<file path="config.mk">
export PLATFORM = sky130hd
export DESIGN_NAME = fpga_wrapper
export DESIGN_NICKNAME = d
export VERILOG_FILES = /design/src/rtl/fpga_wrapper.sv
export SDC_FILE = /design/constraint.sdc
export NUM_CORES = 1
export LEC_CHECK = 0
export CORE_UTILIZATION = 37
export DETAILED_ROUTE_END_ITERATION = 8
export GPL_TIMING_DRIVEN = 1
export PLACE_DENSITY = 0.52
export SETUP_SLACK_MARGIN = 0.2
export SYNTH_ARGS = -nofsm -noshare
export SYNTH_HDL_FRONTEND = slang
export SYNTH_SLANG_ARGS = --single-unit
</file>
<file path="constraint.sdc">
create_clock -name clk -period 16.5 [get_ports clk]
set_input_delay 2.475 -clock clk [delete_from_list [all_inputs] [get_ports clk]]
set_output_delay 2.475 -clock clk [all_outputs]
set_load 0.005 [all_outputs]
</file>
<file path="src/rtl/fpga_wrapper.sv">
// Smith-Waterman local aligner (Gotoh affine gaps), one cell per cycle, row-major over S x T.
// Define SW_SCORE_SAT_EN to clamp H at full scale; otherwise H wraps modulo 2^V_E_F_BIT.
module fpga_wrapper #(
  parameter int                 V_E_F_BIT = 12,
  parameter int                 T_LEN     = 16,
  parameter int                 S_LEN     = 32,
  parameter logic [2*T_LEN-1:0] T_SEQ     = 32'h1B4E_D872,
  parameter logic [2*S_LEN-1:0] S_SEQ     = {16'hFFFF, T_SEQ, 16'h0000}
) (
  input  logic                 clk,
  input  logic                 rst,
  input  logic                 i_set_t,
  input  logic                 i_start_cal,
  input  logic [3:0]           i_match,
  input  logic [3:0]           i_mismatch,
  input  logic [3:0]           i_minusAlpha,
  input  logic [3:0]           i_minusBeta,
  output logic                 o_busy,
  output logic                 o_valid,
  output logic [V_E_F_BIT-1:0] o_result
);

  // state  | meaning
  // IDLE   | waiting for set_t / start_cal
  // LOAD_T | copying T_SEQ into t_reg, one base per cycle
  // CALC   | one matrix cell per cycle while cnt != 0
  // DONE   | single-cycle result strobe

  localparam int V  = V_E_F_BIT;
  localparam int W  = V_E_F_BIT + 2;
  localparam int JW = (T_LEN > 1) ? $clog2(T_LEN) : 1;
  localparam int IW = (S_LEN > 1) ? $clog2(S_LEN) : 1;
  localparam int CW = $clog2(T_LEN * S_LEN + 1);

  typedef enum logic [1:0] {IDLE, LOAD_T, CALC, DONE} state_t;

  state_t         state, state_nx;
  logic [CW-1:0]  cnt;
  logic [JW-1:0]  j_idx;
  logic [IW-1:0]  i_idx;
  logic [1:0]     t_reg [T_LEN];
  logic [3:0]     m_q, mm_q, a_q, b_q;
  logic [V-1:0]   h_buf [T_LEN];
  logic [V-1:0]   f_buf [T_LEN];
  logic [V-1:0]   h_left, e_left, diag, run_max;

  logic           cell_en;
  logic [1:0]     s_base, t_base;
  logic [V-1:0]   left_h, left_e, up_h, up_f, dg;
  logic signed [W-1:0] e_w, f_w, h_w, sc;
  logic [V-1:0]   h_st, e_st, f_st;

  function automatic logic signed [W-1:0] smax(input logic signed [W-1:0] x,
                                               input logic signed [W-1:0] y);
    return (x > y) ? x : y;
  endfunction

  function automatic logic signed [W-1:0] ext_v(input logic [V-1:0] x);
    return $signed({2'b00, x});
  endfunction

  function automatic logic signed [W-1:0] ext_p(input logic [3:0] x);
    return $signed({{(W-4){1'b0}}, x});
  endfunction

  always_ff @(posedge clk) begin
    if (rst) state <= IDLE;
    else     state <= state_nx;
  end

  always_comb begin
    state_nx = state;
    case (state)
      IDLE:    if (i_set_t) state_nx = LOAD_T;
               else if (i_start_cal) state_nx = CALC;
      LOAD_T:  if (cnt == '0) state_nx = IDLE;
      CALC:    if (cnt == '0) state_nx = DONE;
      DONE:    state_nx = IDLE;
      default: state_nx = IDLE;
    endcase
  end

  always_comb begin
    o_busy  = (state != IDLE);
    o_valid = (state == DONE);
  end

  // Cell datapath: E/F/H from left, up and diagonal neighbours; column 0 sees zero boundary.
  always_comb begin
    cell_en = (state == CALC) && (cnt != '0);
    s_base  = S_SEQ[{i_idx, 1'b0} +: 2];
    t_base  = t_reg[j_idx];
    up_h    = h_buf[j_idx];
    up_f    = f_buf[j_idx];
    left_h  = (j_idx == '0) ? '0 : h_left;
    left_e  = (j_idx == '0) ? '0 : e_left;
    dg      = (j_idx == '0) ? '0 : diag;
    sc      = (s_base == t_base) ? ext_p(m_q) : -ext_p(mm_q);
    e_w     = smax('0, smax(ext_v(left_h) - ext_p(a_q), ext_v(left_e) - ext_p(b_q)));
    f_w     = smax('0, smax(ext_v(up_h) - ext_p(a_q), ext_v(up_f) - ext_p(b_q)));
    h_w     = smax(smax('0, ext_v(dg) + sc), smax(e_w, f_w));
`ifdef SW_SCORE_SAT_EN
    h_st    = (h_w > ext_v('1)) ? '1 : h_w[V-1:0];
`else
    h_st    = h_w[V-1:0];
`endif
    e_st    = e_w[V-1:0];
    f_st    = f_w[V-1:0];
  end

  always_ff @(posedge clk) begin
    if (rst) begin
      cnt      <= '0;
      j_idx    <= '0;
      i_idx    <= '0;
      m_q      <= '0;
      mm_q     <= '0;
      a_q      <= '0;
      b_q      <= '0;
      h_left   <= '0;
      e_left   <= '0;
      diag     <= '0;
      run_max  <= '0;
      o_result <= '0;
      for (int k = 0; k < T_LEN; k++) begin
        t_reg[k] <= '0;
        h_buf[k] <= '0;
        f_buf[k] <= '0;
      end
    end else begin
      case (state)
        IDLE: begin
          if (i_set_t) begin
            cnt   <= CW'(T_LEN - 1);
            j_idx <= '0;
          end else if (i_start_cal) begin
            cnt     <= CW'(T_LEN * S_LEN);
            j_idx   <= '0;
            i_idx   <= '0;
            m_q     <= i_match;
            mm_q    <= i_mismatch;
            a_q     <= i_minusAlpha;
            b_q     <= i_minusBeta;
            h_left  <= '0;
            e_left  <= '0;
            diag    <= '0;
            run_max <= '0;
            for (int k = 0; k < T_LEN; k++) begin
              h_buf[k] <= '0;
              f_buf[k] <= '0;
            end
          end
        end
        LOAD_T: begin
          t_reg[j_idx] <= T_SEQ[{j_idx, 1'b0} +: 2];
          j_idx        <= (j_idx == JW'(T_LEN - 1)) ? '0 : j_idx + 1'b1;
          if (cnt != '0) cnt <= cnt - 1'b1;
        end
        CALC: begin
          if (cell_en) begin
            h_buf[j_idx] <= h_st;
            f_buf[j_idx] <= f_st;
            h_left       <= h_st;
            e_left       <= e_st;
            diag         <= up_h;
            if (h_st > run_max) run_max <= h_st;
            if (j_idx == JW'(T_LEN - 1)) begin
              j_idx <= '0;
              if (i_idx != IW'(S_LEN - 1)) i_idx <= i_idx + 1'b1;
            end else begin
              j_idx <= j_idx + 1'b1;
            end
            cnt <= cnt - 1'b1;
          end else begin
            o_result <= run_max;
          end
        end
        default: ;
      endcase
    end
  end

endmodule

</file>
* After elaboration in Yosys (flattened, before gate mapping) *
Memory sizes are Yosys's and may differ from the RTL's. A register that Yosys moved wholly into a read port is not among the register bits.
Cells that the tools add are included.

cells by class
  add/subtract/negate cells = 9
  multipliers = 0
  divide/modulo/power cells = 0
  magnitude comparators = 8
  eq/ne operators = 16
  shift operators = 2
  multiplexer cells = 104
  bitwise operators = 34
  reductions and logical operators = 19

operator list
  kind                                                                         number
  12-bit 2-to-1 mux                                                            45
  14-bit 2-to-1 mux                                                            7
  12-bit one-hot mux with 2 select lines                                       4
  64-bit by 7-bit indexed part select with 2-bit output, first input constant  1
  4-bit 2-to-1 mux                                                             13
  12-bit by 4-bit subtractor with 13-bit output                                4
  1-bit by 14-bit > comparator with 1-bit output, first input constant         3
  10-bit 2-to-1 mux                                                            4
  1-bit OR                                                                     32
  32-bit by 6-bit indexed part select with 2-bit output, first input constant  1
  10-bit one-hot mux with 3 select lines                                       1
  14-bit > comparator                                                          2
  13-bit > comparator                                                          2
  5-bit 2-to-1 mux                                                             5
  12-bit OR reduction                                                          2
  1-bit 2-to-1 mux                                                             17
  13-bit by 14-bit adder with 14-bit output                                    1
  4-bit negation with 14-bit output                                            1
  12-bit > comparator                                                          1
  2-bit inequality test, second input constant                                 6
  4-bit one-hot mux with 3 select lines                                        1
  10-bit zero test                                                             1
  2-bit 2-to-1 mux                                                             5
  5-bit one-hot mux with 2 select lines                                        1
  24 further kinds                                                             32

storage, ports and cells
  flip-flop bits (word level) = 97
  bits in latches = 0
  bits in writable memories = 416
  memory bits (read-only) = 0
  output and inout bits = 14
  memories = 3

memories
  memory  depth  bits a word  rd ports  clocked after memory_dff  wr ports  RTL line  source
  f_buf   16     12           1         1                         16        44        logic [V-1:0] f_buf [T_LEN];
  h_buf   16     12           1         1                         16        43        logic [V-1:0] h_buf [T_LEN];
  t_reg   16     2            1         1                         16        41        logic [1:0] t_reg [T_LEN];

* Logic depth before layout (Yosys ltp) *
Gate-level depths: netlist (run 1).

  depth in word-level cells = 15
  depth in mapped cells = 71

* Least setup slack after synthesis (run 1) *
Ideal clock, no wire load.

  kind = register -> register
  start point = register (tool-made name)
  end point = register run_max[1]
  library setup time = 0.077 ns
  arrival = 14.239 ns
  data required time = 16.423 ns
  setup slack = 2.184 ns
  stages on the path, launching flop included = 61
  cells stage by stage = dfxtp_1 buf_2 buf_4 buf_4 buf_4 buf_1 buf_2 mux4_2 mux4_2 ha_1 a21oi_1 nand2_1 or4_4 or4_4 xor2_2 ha_1 nand4_1 a21oi_1 [... 25 more ...] and2_1 o211a_1 nor2_1 a31oi_2 buf_2 inv_1 ha_1 nor2b_1 o21ai_0 nand2b_1 a21oi_1 nor3_1 o21ai_0 a21oi_1 nor2_1 clkbuf_1 nand2_1 o21ai_0

RTL lines
  element               RTL line  source
  to (signal assigned)  166       if (h_st > run_max) run_max <= h_st;
  to (decl)             45        logic [V-1:0] h_left, e_left, diag, run_max;

==> flow_summary.ini, run 1 <==
[layout]
areaGrowthSynthToFinish_pct = 11.9
drive_above_1_share = 0.135
mostFrequentLayoutCells = nor2_1 (502), edfxtp_1 (416), nand2_1 (194)
nNetsFinal = 2513
final_util = 0.419
insertedDiodeCount = 0
layout.cells.most_common = nor2_1

[floorplanning]
dieWidth_um = 272
die_area_um2 = 73800
boundaryPins = 34
initial_core_util = 0.375
core.rowCount = 98
floorplan.core_area_um2 = 71700
die_height_um = 272

[synth]
postSynthRegisterBits = 517
synth.yosys.seq_area_share = 0.540
post_synth_inst_count = 2369
netlist-cell-type-count = 93
dominant_synthesized_flop_cell = edfxtp_1
async_flop_share = 0
synth_fp_nets = 2505
netlist_area_um2 = 26900
yosys_warnings = 0
synth_enable_flop_cells = 416
synth.avg_cell_area_um2 = 11.4

[clocking]
clock_path_buffers = 3
cts_root_buf = clkbuf_16
cts.sinks = 517
tritoncts.num_buffers = 58
tritoncts = done
post_cts_resized = 0
cts.repair_timing.setup_buffer_count = 0
htree_levels = 2
clk_pin_slew_worst_paths_ns = 0.06
clkLatencyLatePin_ns = 0.63
postCtsHoldBufs = 0

[critical_path]
worst_path_max_delay_cell = a21oi_2
crit_path_max_incr_delay_ns = 0.74
timing.critical_path.from_type = flip-flop
worstPathRequired_ns = 17.04
max_fanout_on_critical_path = 39
critPathTopFamily = simple AND/OR/NAND/NOR gates
timing_worst_setup_path_type = flip-flop to flip-flop
path_buf_inv = 4
crit_top_cell = ha_1
critPathCaptureType = flip-flop
arrival_ns = 15.57

[timing]
slew-limit-headroom = 0.276
rsz0062_at_grt = false
hold_violations = 0
final.setup.tns_ns = 0
transition_time_of_the_tightest_slew_check_pin_ns = 1.09
clock.fmax_mhz = 66.5
period_minus_slack_ns = 15.03
setup_viol = 0
final_critical_path_setup_slack_ns = 1.47
hold_slack_final_ns = 0.450
min_period_over_period = 0.911
timing.clock.skew_ns = 0.0330
finalMaxSlewViolations = 0

[detailed_routing]
drt-vias-per-instance = 5.70
firstDrtPassIters = 5
drcViolationCount = 0
detail-route-antenna-nets = 0
num_vias = 19251
wirelength_per_cell_um = 25.0
route.final.wire_length_um = 84500
drt_iter0_markers = 1997

[grt]
globalRouteTotalUtil = 0.228
first_pass_grt_wire_length_um = 125000
global_route.overflow_total = 0
grt_start_max_net_pins = 53
grt_pass1_vias = 19114
antenna_found_initial = 0

[min_path]
min_path_type = flip-flop to flip-flop

[flow_run]
drv.max_cap_violation_count = 0

[placed_design]
routabilityCongestion = 0.879
port_buffers = 33
hpwlAfterDp_um = 55100
placement.setup.worst_slack_ns = 1.31

[outcome]
status = complete, no violations
[synth_stat cells, drive strengths merged, types with 24 or more instances]
cell / instances / area share
a21oi: 97 / 0.018
a22oi: 37 / 0.010
and2: 33 / 0.0077
buf: 47 / 0.011
clkbuf: 102 / 0.014
dfxtp: 101 / 0.075
edfxtp: 416 / 0.46
ha: 111 / 0.052
inv: 81 / 0.011
mux2i: 26 / 0.011
mux4: 114 / 0.095
nand2: 194 / 0.027
nand3: 64 / 0.012
nor2: 520 / 0.076
nor2b: 24 / 0.0056
nor3: 32 / 0.0061
o21ai: 83 / 0.016
[worst paths after layout]
check,from,to,slack [ns],cells after the start
setup reg to reg,flip-flop,run_max[3],1.47,52
hold / removal,diag[9],diag[9],0.45,2
hold reg to reg,diag[9],diag[9],0.45,2
setup / recovery,flip-flop,run_max[3],1.47,52
[metrics by stage]
step / cells / cell area (µm²)
2_1_floorplan: 2369 / 26900
3_3_place_gp: 3266 / 28200
3_5_place_dp: 3266 / 28200
4_1_cts: 3374 / 30100
5_1_grt: 3375 / 30100
6_report: 3375 / 30100
[kinds of logic (layout without fill, tap and decap cells)]
logic type	after synthesis	in the layout	share of synthesized area
adders and majority gates	116	116	0.0554
DFF	517	517	0.540
AOI/OAI and AO/OA	352	352	0.0864
and+or+nand+nor	970	970	0.161
other	1	1	0.000139
muxes	146	146	0.109
buffers and inverters	232	288	0.0368
xor gates and xnor gates	35	35	0.0117
[layout make-up]
cell class	count	area, µm²
clock buffers	74	1510
clock inverters	34	324
fillers	6748	41600
inverters	83	312
multi-input cells	1620	11400
flip-flops and latches	517	14500
well taps	950	1190
repair buffers	97	826
[metal layers]
layer  up-vias  GRT usage  wire (µm)
met3       138     0.0300       5180
met4         0     0.0637       2290
met5         -          0          0
met2       657      0.370      39900
li1       8654          -          -
met1      9802      0.320      37200
[tightest hold or removal path: cells and delay by family (launching register included)]
family | cells | cell delay [ns]
compound gates | 1 | 0.05
flops | 1 | 0.30
simple gates | 1 | 0.05
Power of run 1 is left out: the tool's default activity adds up to more than one toggle a clock period on the data nets, which glitch-free logic cannot reach.
==> run 2, diff against run 1 <==
Settings changed: CTS_CLUSTER_DIAMETER set to 80.
==> results of run 2 <==
The final DEF is identical to that of run 1; final timing and power are the same.
Power of run 2 is left out for the same reason.
==> run 3, diff against run 2 <==
Settings changed: TNS_END_PERCENT set to 20.
==> results of run 3 <==
The final DEF is identical to that of run 1; final timing and power are the same.
Power of run 3 is left out for the same reason.
